$ cat src/rtl/sensor_distancia_pkg.sv
// Shared types and constants for the ultrasonic range sensor controller.
package sensor_distancia_pkg;

  typedef enum logic [2:0] {
    IDLE,
    TRIG,
    ESPERA,
    MIDE,
    PAUSA
  } estado_t;

  localparam int unsigned DIST_W = 9;
  localparam logic [DIST_W-1:0] DIST_MAX = 9'd511;
  localparam int unsigned CNT_W = 16;

  localparam int unsigned TICKS_US_DEF   = 50;
  localparam int unsigned TRIG_US_DEF    = 10;
  localparam int unsigned US_POR_CM_DEF  = 58;
  localparam int unsigned TIMEOUT_US_DEF = 30000;
  localparam int unsigned PERIODO_US_DEF = 60000;

  function automatic logic [DIST_W-1:0] sat_inc(input logic [DIST_W-1:0] v);
    return (v == DIST_MAX) ? v : v + 1'b1;
  endfunction

endpackage

$ cat src/rtl/sensor_distancia_if.sv
// Sensor pins, range result and FSM debug state of the distance sensor block.
interface sensor_distancia_if;
  import sensor_distancia_pkg::*;

  // valido is a one-cycle strobe with no back-pressure: whoever consumes
  // distancia/sin_eco must take them in the cycle valido is high; both stay
  // stable until the next strobe.
  logic                habilitar;
  logic                echo;
  logic                trig;
  logic [DIST_W-1:0]   distancia;
  logic                valido;
  logic                sin_eco;
  estado_t             estado;

  modport master (
    output habilitar, echo,
    input  trig, distancia, valido, sin_eco, estado
  );

  modport slave (
    input  habilitar, echo,
    output trig, distancia, valido, sin_eco, estado
  );

endinterface

$ cat src/rtl/sensor_distancia_tick_us.sv
// Free-running microsecond prescaler; clr holds it at zero so the first tick
// after release lands exactly TICKS cycles later.
module tick_us #(
  parameter int unsigned TICKS = 50
) (
  input  logic clk,
  input  logic rst,
  input  logic clr,
  output logic tick
);

  localparam int unsigned W = (TICKS > 1) ? $clog2(TICKS) : 1;

  logic [W-1:0] cnt_q, cnt_d;

  always_comb begin
    cnt_d = cnt_q + 1'b1;
    if (clr || cnt_q == W'(TICKS - 1)) cnt_d = '0;
  end

  always_ff @(posedge clk) begin
    if (rst) cnt_q <= '0;
    else     cnt_q <= cnt_d;
  end

  assign tick = (cnt_q == W'(TICKS - 1));

endmodule

$ cat src/rtl/sensor_distancia.sv
// Ultrasonic range controller: periodic trigger, echo-width measurement in cm,
// timeout handling, result strobe.
module sensor_distancia
  import sensor_distancia_pkg::*;
#(
  parameter int unsigned TICKS_US   = TICKS_US_DEF,
  parameter int unsigned TRIG_US    = TRIG_US_DEF,
  parameter int unsigned US_POR_CM  = US_POR_CM_DEF,
  parameter int unsigned TIMEOUT_US = TIMEOUT_US_DEF,
  parameter int unsigned PERIODO_US = PERIODO_US_DEF
) (
  input  logic clk,
  input  logic rst,
  sensor_distancia_if.slave sd
);

  logic              echo_s1_q, echo_s2_q, echo_s3_q;
  logic              echo_sube, echo_baja;
  logic              tick, arranque;
  estado_t           state_q;
  logic              trig_q, valido_q, sin_eco_q;
  logic [DIST_W-1:0] dist_q, cm_q, cm_d;
  logic [CNT_W-1:0]  us_q, us_d, per_q, per_d, sub_q, sub_d;
  logic              fin_trig, fin_timeout, fin_periodo, fin_cm;

  always_ff @(posedge clk) begin
    if (rst) begin
      echo_s1_q <= 1'b0;
      echo_s2_q <= 1'b0;
      echo_s3_q <= 1'b0;
    end else begin
      echo_s1_q <= sd.echo;
      echo_s2_q <= echo_s1_q;
      echo_s3_q <= echo_s2_q;
    end
  end

  assign echo_sube = echo_s2_q & ~echo_s3_q;
  assign echo_baja = ~echo_s2_q & echo_s3_q;

  // The prescaler is also realigned when PAUSA hands over to TRIG, so every
  // trigger pulse starts on a fresh microsecond boundary.
  assign arranque = (state_q == IDLE) || (state_q == PAUSA && fin_periodo);

  tick_us #(.TICKS(TICKS_US)) u_tick_us (
    .clk  (clk),
    .rst  (rst),
    .clr  (arranque),
    .tick (tick)
  );

  // cm_d already includes this cycle's tick, so the echo edge cycle is counted.
  always_comb begin
    us_d        = tick ? us_q + 1'b1 : us_q;
    per_d       = (tick && per_q < CNT_W'(PERIODO_US)) ? per_q + 1'b1 : per_q;
    fin_trig    = tick && (us_q == CNT_W'(TRIG_US - 1));
    fin_timeout = tick && (us_q == CNT_W'(TIMEOUT_US - 1));
    fin_periodo = (per_d >= CNT_W'(PERIODO_US));
    fin_cm      = tick && (sub_q == CNT_W'(US_POR_CM - 1));
    sub_d       = fin_cm ? '0 : (tick ? sub_q + 1'b1 : sub_q);
    cm_d        = fin_cm ? sat_inc(cm_q) : cm_q;
  end

  always_ff @(posedge clk) begin
    if (rst) begin
      state_q   <= IDLE;
      trig_q    <= 1'b0;
      valido_q  <= 1'b0;
      sin_eco_q <= 1'b0;
      dist_q    <= '0;
      cm_q      <= '0;
      us_q      <= '0;
      per_q     <= '0;
      sub_q     <= '0;
    end else begin
      valido_q <= 1'b0;
      case (state_q)
        IDLE: begin
          if (sd.habilitar) begin
            state_q <= TRIG;
            trig_q  <= 1'b1;
            us_q    <= '0;
            per_q   <= '0;
          end
        end
        TRIG: begin
          per_q <= per_d;
          us_q  <= us_d;
          if (fin_trig) begin
            state_q <= ESPERA;
            trig_q  <= 1'b0;
            us_q    <= '0;
          end
        end
        ESPERA: begin
          per_q <= per_d;
          us_q  <= us_d;
          if (fin_timeout) begin
            state_q   <= PAUSA;
            dist_q    <= DIST_MAX;
            sin_eco_q <= 1'b1;
            valido_q  <= 1'b1;
          end else if (echo_sube) begin
            state_q <= MIDE;
            us_q    <= '0;
            sub_q   <= '0;
            cm_q    <= '0;
          end
        end
        MIDE: begin
          per_q <= per_d;
          us_q  <= us_d;
          sub_q <= sub_d;
          cm_q  <= cm_d;
          if (fin_timeout) begin
            state_q   <= PAUSA;
            dist_q    <= DIST_MAX;
            sin_eco_q <= 1'b1;
            valido_q  <= 1'b1;
          end else if (echo_baja) begin
            state_q   <= PAUSA;
            dist_q    <= cm_d;
            sin_eco_q <= 1'b0;
            valido_q  <= 1'b1;
          end
        end
        PAUSA: begin
          per_q <= per_d;
          if (fin_periodo) begin
            if (sd.habilitar) begin
              state_q <= TRIG;
              trig_q  <= 1'b1;
              us_q    <= '0;
              per_q   <= '0;
            end else begin
              state_q <= IDLE;
            end
          end
        end
        default: state_q <= IDLE;
      endcase
    end
  end

  assign sd.trig      = trig_q;
  assign sd.distancia = dist_q;
  assign sd.valido    = valido_q;
  assign sd.sin_eco   = sin_eco_q;
  assign sd.estado    = state_q;

endmodule
$ cat src/flat_wrapper.sv
// flat-port wrapper written by rule: the top's interface ports become plain ports
module sensor_distancia_flat import sensor_distancia_pkg::*;
#(
  parameter int unsigned TICKS_US   = TICKS_US_DEF,
  parameter int unsigned TRIG_US    = TRIG_US_DEF,
  parameter int unsigned US_POR_CM  = US_POR_CM_DEF,
  parameter int unsigned TIMEOUT_US = TIMEOUT_US_DEF,
  parameter int unsigned PERIODO_US = PERIODO_US_DEF
)
  (clk, rst, sd_habilitar, sd_echo, sd_trig, sd_distancia, sd_valido, sd_sin_eco, sd_estado);
  sensor_distancia_if sd_i ();
  input  logic clk;
  input  logic rst;
  input wire logic [$bits(sd_i.habilitar)-1:0] sd_habilitar;
  input wire logic [$bits(sd_i.echo)-1:0] sd_echo;
  output wire logic [$bits(sd_i.trig)-1:0] sd_trig;
  output wire logic [$bits(sd_i.distancia)-1:0] sd_distancia;
  output wire logic [$bits(sd_i.valido)-1:0] sd_valido;
  output wire logic [$bits(sd_i.sin_eco)-1:0] sd_sin_eco;
  output wire logic [$bits(sd_i.estado)-1:0] sd_estado;
  assign sd_i.habilitar = sd_habilitar;
  assign sd_i.echo = sd_echo;
  assign sd_trig = sd_i.trig;
  assign sd_distancia = sd_i.distancia;
  assign sd_valido = sd_i.valido;
  assign sd_sin_eco = sd_i.sin_eco;
  assign sd_estado = sd_i.estado;
  sensor_distancia #(.TICKS_US(TICKS_US), .TRIG_US(TRIG_US), .US_POR_CM(US_POR_CM), .TIMEOUT_US(TIMEOUT_US), .PERIODO_US(PERIODO_US)) u_core (.clk(clk), .rst(rst), .sd(sd_i));
endmodule
$ cat config.mk
export PLATFORM = sky130hd
export DESIGN_NAME = sensor_distancia_flat
export DESIGN_NICKNAME = d
export VERILOG_FILES = /design/src/rtl/sensor_distancia_pkg.sv /design/src/rtl/sensor_distancia_if.sv /design/src/rtl/sensor_distancia_tick_us.sv /design/src/rtl/sensor_distancia.sv /design/src/flat_wrapper.sv
export SDC_FILE = /design/constraint.sdc
export NUM_CORES = 1
export LEC_CHECK = 0
export ABC_AREA = 1
export BUFFER_PORTS_ARGS = -buffer_cell sky130_fd_sc_hd__buf_2
export CORE_MARGIN = 2
export CORE_UTILIZATION = 59
export CTS_CLUSTER_SIZE = 28
export DETAILED_ROUTE_END_ITERATION = 10
export PLACE_DENSITY = 0.75
export SLEW_MARGIN = 30
export SYNTH_ARGS = -nofsm -noshare
export SYNTH_HDL_FRONTEND = slang
export SYNTH_SLANG_ARGS = --single-unit
$ cat constraint.sdc
create_clock -name clk -period 3.5 [get_ports clk]
set_input_delay 0.35 -clock clk [delete_from_list [all_inputs] [get_ports clk]]
set_output_delay 0.35 -clock clk [all_outputs]
set_load 0.005 [all_outputs]
## Word-level counts from Yosys, hierarchy flattened

Index checks and enable logic that the tools add are counted.

| storage, ports and cells | value |
|---|---|
| bits in registers | 81 |
| latch bits | 0 |
| bits in writable memories | 0 |
| bits in read-only memories | 0 |
| output and inout port bits | 15 |
| word-level logic and storage cells | 110 |
| memories | 0 |

| cells by class | value |
|---|---|
| add/sub/neg operators | 5 |
| multiply operators | 0 |
| divide/modulo/power cells | 0 |
| magnitude comparators | 2 |
| eq/ne operators | 18 |
| shifts and indexed selects | 0 |
| muxes and demuxes | 47 |
| bitwise logic cells | 4 |
| reductions and logical operators | 21 |

Operators with widths:

| cell | number |
|---|---|
| 2-to-1 mux 16 bit | 14 |
| one-hot mux 16 bit (5 select lines) | 1 |
| 2-to-1 mux 9 bit | 7 |
| adder 16 x 1 -> 16 bit, second input constant | 3 |
| one-hot mux 16 bit (3 select lines) | 1 |
| one-hot mux 9 bit (2 select lines) | 2 |
| one-hot mux 16 bit (2 select lines) | 1 |
| 2-to-1 mux 3 bit | 7 |
| equality test 16 x 15 -> 1 bit, second input constant | 1 |
| equality test 16 x 4 -> 1 bit, second input constant | 1 |
| equality test 16 x 6 -> 1 bit, second input constant | 1 |
| greater-or-equal comparator 16 bit, second input constant | 1 |
| < comparator 16 bit, second input constant | 1 |
| one-hot mux 3 bit (5 select lines) | 1 |
| 2-to-1 mux 1 bit | 10 |
| adder 9 x 1 -> 9 bit, second input constant | 1 |
| equality test 9 bit, second input constant | 1 |
| inequality test 3 x 1 -> 1 bit, second input constant | 3 |
| AND reduction 3 bit | 3 |
| inequality test 2 x 1 -> 1 bit, second input constant | 4 |
| adder 6 x 1 -> 6 bit, second input constant | 1 |
| equality test 3 x 2 -> 1 bit, second input constant | 2 |
| equality test 6 bit, second input constant | 1 |
| nonzero test 3 bit | 2 |
| other kinds (17) | 27 |

## Logic depth before layout (Yosys ltp)

| depth | value |
|---|---|
| word-level depth | 8 |
| gate-level depth with buffers | 19 |
| mapped depth without buffers | 18 |

## Cells and area by module

From an unflattened synthesis, not the netlist that was laid out.

| unflattened totals | value |
|---|---|
| cell total of the unflattened synthesis | 720 |
| area, all modules | 4819.6 sq um |

By module, submodules not included:

| module | instances | cells an instance | area an instance (sq um) | sequential area each (sq um) |
|---|---|---|---|---|
| sensor_distancia | 1 | 686 | 4525.6 | 1501.4 |
| tick_us | 1 | 34 | 294.0 | 120.1 |

## Least setup slack after synthesis

No wires, ideal clock.

| path | value |
|---|---|
| path type | reg-to-reg |
| start | register u_core.per_q[0] |
| end | register u_core.us_q[11] |
| setup time | 143 ps |
| data arrival time | 2030 ps |
| data required time | 3357 ps |
| path slack | 1327 ps |
| cell stages (with the launch flop) | 18 |
| path buffers | 1 |
| period minus slack after synthesis | 2173 ps |
| cell sequence | dfxtp_1 > ha_1 > nand2_1 > nor2_2 > nand2_1 > nor2_2 > nand3_2 > nor2_1 > nand2_1 > nand2_1 > nand2_1 > nor2_1 > nand3_2 > nand3_4 > nand2_4 > buf_12 > nand2_2 > a21oi_2 |

| on the way | value |
|---|---|
| word-level cells in the longest chain between the ends | 6 |

RTL lines:

| what | RTL line | RTL |
|---|---|---|
| start: declaration | sensor_distancia.sv:23 | `logic [CNT_W-1:0] us_q, us_d, per_q, per_d, sub_q, sub_d;` |
| start signal: assignment | sensor_distancia.sv:87 | `per_q <= per_d;` |
| start signal: assignment | sensor_distancia.sv:96 | `per_q <= per_d;` |
| start signal: assignment | sensor_distancia.sv:111 | `per_q <= per_d;` |
| < comparator 16 bit | sensor_distancia.sv:55 | `per_d = (tick && per_q < CNT_W'(PERIODO_US)) ? per_q + 1'b1 : per_q;` |
| logical AND 1 bit | sensor_distancia.sv:55 |  |
| 2-to-1 mux 16 bit * | sensor_distancia.sv:55 |  |
| greater-or-equal comparator 16 bit * | sensor_distancia.sv:58 | `fin_periodo = (per_d >= CNT_W'(PERIODO_US));` |
| inequality test 2 x 1 -> 1 bit (no source line) * | -- |  |
| AND reduction 2 bit (no source line) * | -- |  |
| end signal: assignment | sensor_distancia.sv:88 | `us_q <= us_d;` |
| end signal: assignment | sensor_distancia.sv:97 | `us_q <= us_d;` |
| end signal: assignment | sensor_distancia.sv:112 | `us_q <= us_d;` |
| end: declaration | sensor_distancia.sv:23 |  |

Every way passes the cells marked *; elsewhere a longest branch is shown, timed or not.
A chain may end at the register's enable or synchronous reset.

## Worst setup path after layout

| path | value |
|---|---|
| start | register u_core.u_tick_us.cnt_q[0] |
| end | register u_core.us_q[2] |

| on the way | value |
|---|---|
| word-level cells in the longest chain between the ends | 6 |

RTL lines:

| what | RTL line | RTL |
|---|---|---|
| start: declaration | sensor_distancia_tick_us.sv:14 | `logic [W-1:0] cnt_q, cnt_d;` |
| start signal: assignment | sensor_distancia_tick_us.sv:23 | `else cnt_q <= cnt_d;` |
| equality test 6 bit * | sensor_distancia_tick_us.sv:26 | `assign tick = (cnt_q == W'(TICKS - 1));` |
| logical AND 1 bit | sensor_distancia.sv:55 |  |
| 2-to-1 mux 16 bit | sensor_distancia.sv:55 |  |
| greater-or-equal comparator 16 bit | sensor_distancia.sv:58 |  |
| inequality test 2 x 1 -> 1 bit (no source line) | -- |  |
| AND reduction 2 bit (no source line) | -- |  |

Marks and branches as above.

==> impl_metrics.csv <==
group,metric,value,unit
yosys,synth-edff-count,0,
min_path,hold_depth,3,
placement,hpwl,8098,um
pwr,peakVddDrop,260.1,uV
placement,dp_slack,0.7673,ns
critical_path,worstPathRequired,3.79,ns
detailed_routing,drc_errors,0,
detailed_routing,drt-wirelength-per-cell,12.94,um
final_layout,postLayoutCoreUtil,64.28,%
grt,antenna_found_initial,0,
yosys,yosysUniqueCellTypes,40,
final_layout,area_delta_synth_final,6.282,%
floorplanning,die_area,0.009085,mm2
floorplanning,die_y,95.32,um
run_status,status,"complete, no violations",
sta,tightest_slew,0.6615,ns
critical_path,slowest_stage,"dfxtp_1",
sta,hold_viol_final,0,
final_layout,fin_area,0.005229,mm2
pwr,p_total,2.198,mW
critical_path,worst-path-buf-inv,3,
floorplanning,die_width,95.32,um
pwr,p_leak,1.906,nW
sta,fin_ws,0.7502,ns
final_layout,nets,774,
grt,grt_max_degree,57,
pwr,seq_power_share,44.9,%
floorplanning,io_pins,19,
clock_network,cts_tree,"built",
sta,max_freq,363.7,MHz
sta,tns,0,ns
critical_path,crit_path_start_kind,"flip-flop",
placement,place_congestion,0.9488,
critical_path,crit_type,"flip-flop to flip-flop",
final_layout,instances_no_fill,872,
sta,rsz0062_at_grt,"no",
final_layout,drive_gt1_share,11.73,%
flow_run,drv_cap,0,
critical_path,r2r_cells,16,
yosys,async_reset_ff_share,0,%
yosys,netlist_top_cells_area,"dfxtp_1 33%, nand2_1 14%, nor2_1 7.7%",
clock_network,numCtsBuffers,9,
detailed_routing,drt_iter0_drc,254,
grt,grt_pass1_wl,18910,um
sta,setup_viol,0,
yosys,synth_seq_cells,81,
critical_path,path_cells,"ha_1, inv_1, nor2_2, nand2_2, inv_2, nand3_4, inv_4, nand2_1, nand2_1, nor2_1, and2_4, nor2_4, nand3_4, nand2_4, nand2_1, a21oi_1",
yosys,synth_nets,763,
sta,slew_headroom,55.90,%
detailed_routing,first_pass_iters,5,
critical_path,end_kind,"flip-flop",
pwr,clkPwrFrac,28.9,%
pwr,switching_share,37.85,%
clock_network,clock_latency,0.36,ns
critical_path,cp_top_family,"simple AND/OR/NAND/NOR gates",
clock_network,holdBufCountCts,0,
min_path,min_path_type,"input port to flip-flop",
sta,fin_crit_sh,78.57,%
grt,grt_pass1_vias,4206,
clock_network,root_buffer,"clkbuf_8",
pwr,p_sw,0.8321,mW
min_path,hp-start,"sd_echo",
detailed_routing,vias,4729,
grt,grt.total_usage,26.13,%
floorplanning,coreArea,0.008134,mm2
clock_network,clockBufferDepth,2,
floorplanning,start_util,60.48,%
final_layout,antenna_cells_inserted,0,
critical_path,cp_common_cell,"nand2_1",
yosys,synth_top_cell_by_area,"dfxtp_1",
detailed_routing,post_drt_via_cell_ratio,5.423,
floorplanning,num_rows,33,
yosys,syn-instance-count,751,
clock_network,post-cts-setup-buffer-count,0,
detailed_routing,final_antenna_net_count,0,
clock_network,clkSinkCount,81,
sta,hold_ws,0.1952,ns
placement,placedCellCount,856,
critical_path,r2r-start,"u_core.u_tick_us.cnt_q[0]$_SDFF_PP0_",
yosys,seq_area_frac_synth,32.96,%
critical_path,worstPathArrival,3.04,ns
sta,fin_crit,2.750,ns
min_path,min_to,"u_core.echo_s1_q$_SDFF_PP0_",
yosys,ys_warn_count,0,
yosys,yosysTopAreaCellShare,32.96,%
yosys,syn-cell-area,0.004920,mm2
yosys,synth_flop_cell,"dfxtp_1",
placement,numPortBuffers,18,
clock_network,cts.repair.resized,0,
pwr,power.internal,1.366,mW
sta,skew,0.006587,ns
critical_path,timing.rr.end,"u_core.us_q[2]$_SDFFE_PP0P_",
critical_path,slowest_delay,0.39,ns
critical_path,r2r_slack,0.75,ns
pwr,p_comb_share,26.2,%
clock_network,htreeDepth,3,
pwr,powerDensity,420.5,mW/mm2
clock_network,clk_pin_slew,0.09,ns
detailed_routing,drt-total-wl,11280,um
grt,grt_overflow,0,
yosys,avgSynthCellArea,6.551,um2
final_layout,fillers,767,
critical_path,critPathMaxFanout,17,
sta,slew_viol_final,0,
placement,place_area,0.005049,mm2
==> synth_stat cells, drive strengths merged, types with 3 or more instances <==
master	number
a211oi	3
a21oi	77
buf	10
clkbuf	12
dfxtp	81
ha	8
inv	83
nand2	206
nand3	44
nand4	18
nor2	109
nor3	19
nor3b	3
nor4	10
o21ai	26
xnor2	11
xor2	18
==> cells in the final DEF (no fill, tap or decap), drive strengths merged <==
master / instances
clkinv: 2
nor3: 19
nor2: 109
or4: 1
o21ai: 26
inv: 85
a311oi: 2
nand2: 206
o22ai: 2
nor3b: 3
clkbuf: 9
mux2i: 1
o21bai: 2
xor2: 18
a31oi: 1
nand4: 18
and3: 1
nor4: 10
o21a: 2
buf: 22
nand3: 44
a211oi: 3
dfxtp: 81
ha: 8
xnor2: 11
and2: 1
clkinvlp: 3
a21oi: 77
==> cells by family (layout without fill, tap and decap cells) <==
group	Yosys count	in the layout	share of synthesized area [%]
fa+ha+maj	8	8	2.035
mux	1	1	0.2035
xor+xnor	29	29	5.163
flops	81	81	32.96
buf+inv	105	121	8.876
simple gates	412	412	37.56
compound gates	115	115	13.20
==> worst register-to-register path, cell delays in order, from the launching register on <==
cell	delay, ns
dfxtp_1	0.39
ha_1	0.16
inv_1	0.04
nor2_2	0.10
nand2_2	0.14
inv_2	0.24
nand3_4	0.21
inv_4	0.22
nand2_1	0.09
nand2_1	0.08
nor2_1	0.07
and2_4	0.17
nor2_4	0.13
nand3_4	0.15
nand2_4	0.27
nand2_1	0.10
a21oi_1	0.13
==> worst max path at each step <==
| stage | from | endpoint | slack, ns | cells after the start |
|---|---|---|---|---|
| 3_5_place_dp | u_core.u_tick_us.cnt_q[0]$_SDFF_PP0_ | u_core.us_q[2]$_SDFFE_PP0P_ | 0.77 | 16 |
| 5_1_grt | u_core.u_tick_us.cnt_q[0]$_SDFF_PP0_ | u_core.us_q[4]$_SDFFE_PP0P_ | 0.45 | 16 |
| 4_1_cts | u_core.u_tick_us.cnt_q[0]$_SDFF_PP0_ | u_core.us_q[1]$_SDFFE_PP0P_ | 0.75 | 16 |
| 6_report | u_core.u_tick_us.cnt_q[0]$_SDFF_PP0_ | u_core.us_q[2]$_SDFFE_PP0P_ | 0.75 | 16 |
| 3_3_place_gp | u_core.u_tick_us.cnt_q[0]$_SDFF_PP0_ | u_core.us_q[1]$_SDFFE_PP0P_ | 0.88 | 16 |
| 2_1_floorplan | u_core.per_q[0]$_SDFFE_PP0P_ | u_core.us_q[11]$_SDFFE_PP0P_ | 1.33 | 17 |
==> power groups by stage <==
| stage | clock network (mW) | logic (mW) | registers, mW |
|---|---|---|---|
| detailed placement | 0 | 0.569 | 1.01 |
| finish | 0.635 | 0.575 | 0.988 |
| floorplan | 0 | 0.465 | 1.00 |
| CTS | 0.646 | 0.573 | 0.988 |
| global placement | 0 | 0.561 | 1.01 |
| global route | 0.684 | 0.648 | 0.992 |
==> cell type report <==
cell class                 count  area (um2)  area share, %
clock buffer                   9       123.9          2.369
clock inverter                 7       53.80          1.029
multi-input combinational    565        2864          54.77
sequential                    81        1622          31.01
tap                          105       131.4          2.513
inverter                      83       314.1          6.006
timing repair buffer          22       120.1          2.297
==> layer usage <==
| metal | vias up | wire length [um] | track usage [%] |
|---|---|---|---|
| met1 | 2151 | 5250 | 34.10 |
| met5 | - | 0 | 0 |
| met4 | 0 | 225 | 10.14 |
| li1 | 2448 | - | - |
| met2 | 108 | 5346 | 43.43 |
| met3 | 22 | 461 | 3.953 |
==> state kept, by name (all words and copies together) (netlist names) <==
signal                  cells
u_core.echo_s2_q            1
u_core.sd.distancia         9
u_core.sub_q               16
u_core.cm_q                 9
u_core.us_q                16
u_core.sd.estado            3
u_core.sd.sin_eco           1
u_core.u_tick_us.cnt_q      6
u_core.sd.trig              1
u_core.echo_s3_q            1
u_core.sd.valido            1
u_core.echo_s1_q            1
u_core.per_q               16
(Power assumes the default switching activity.)
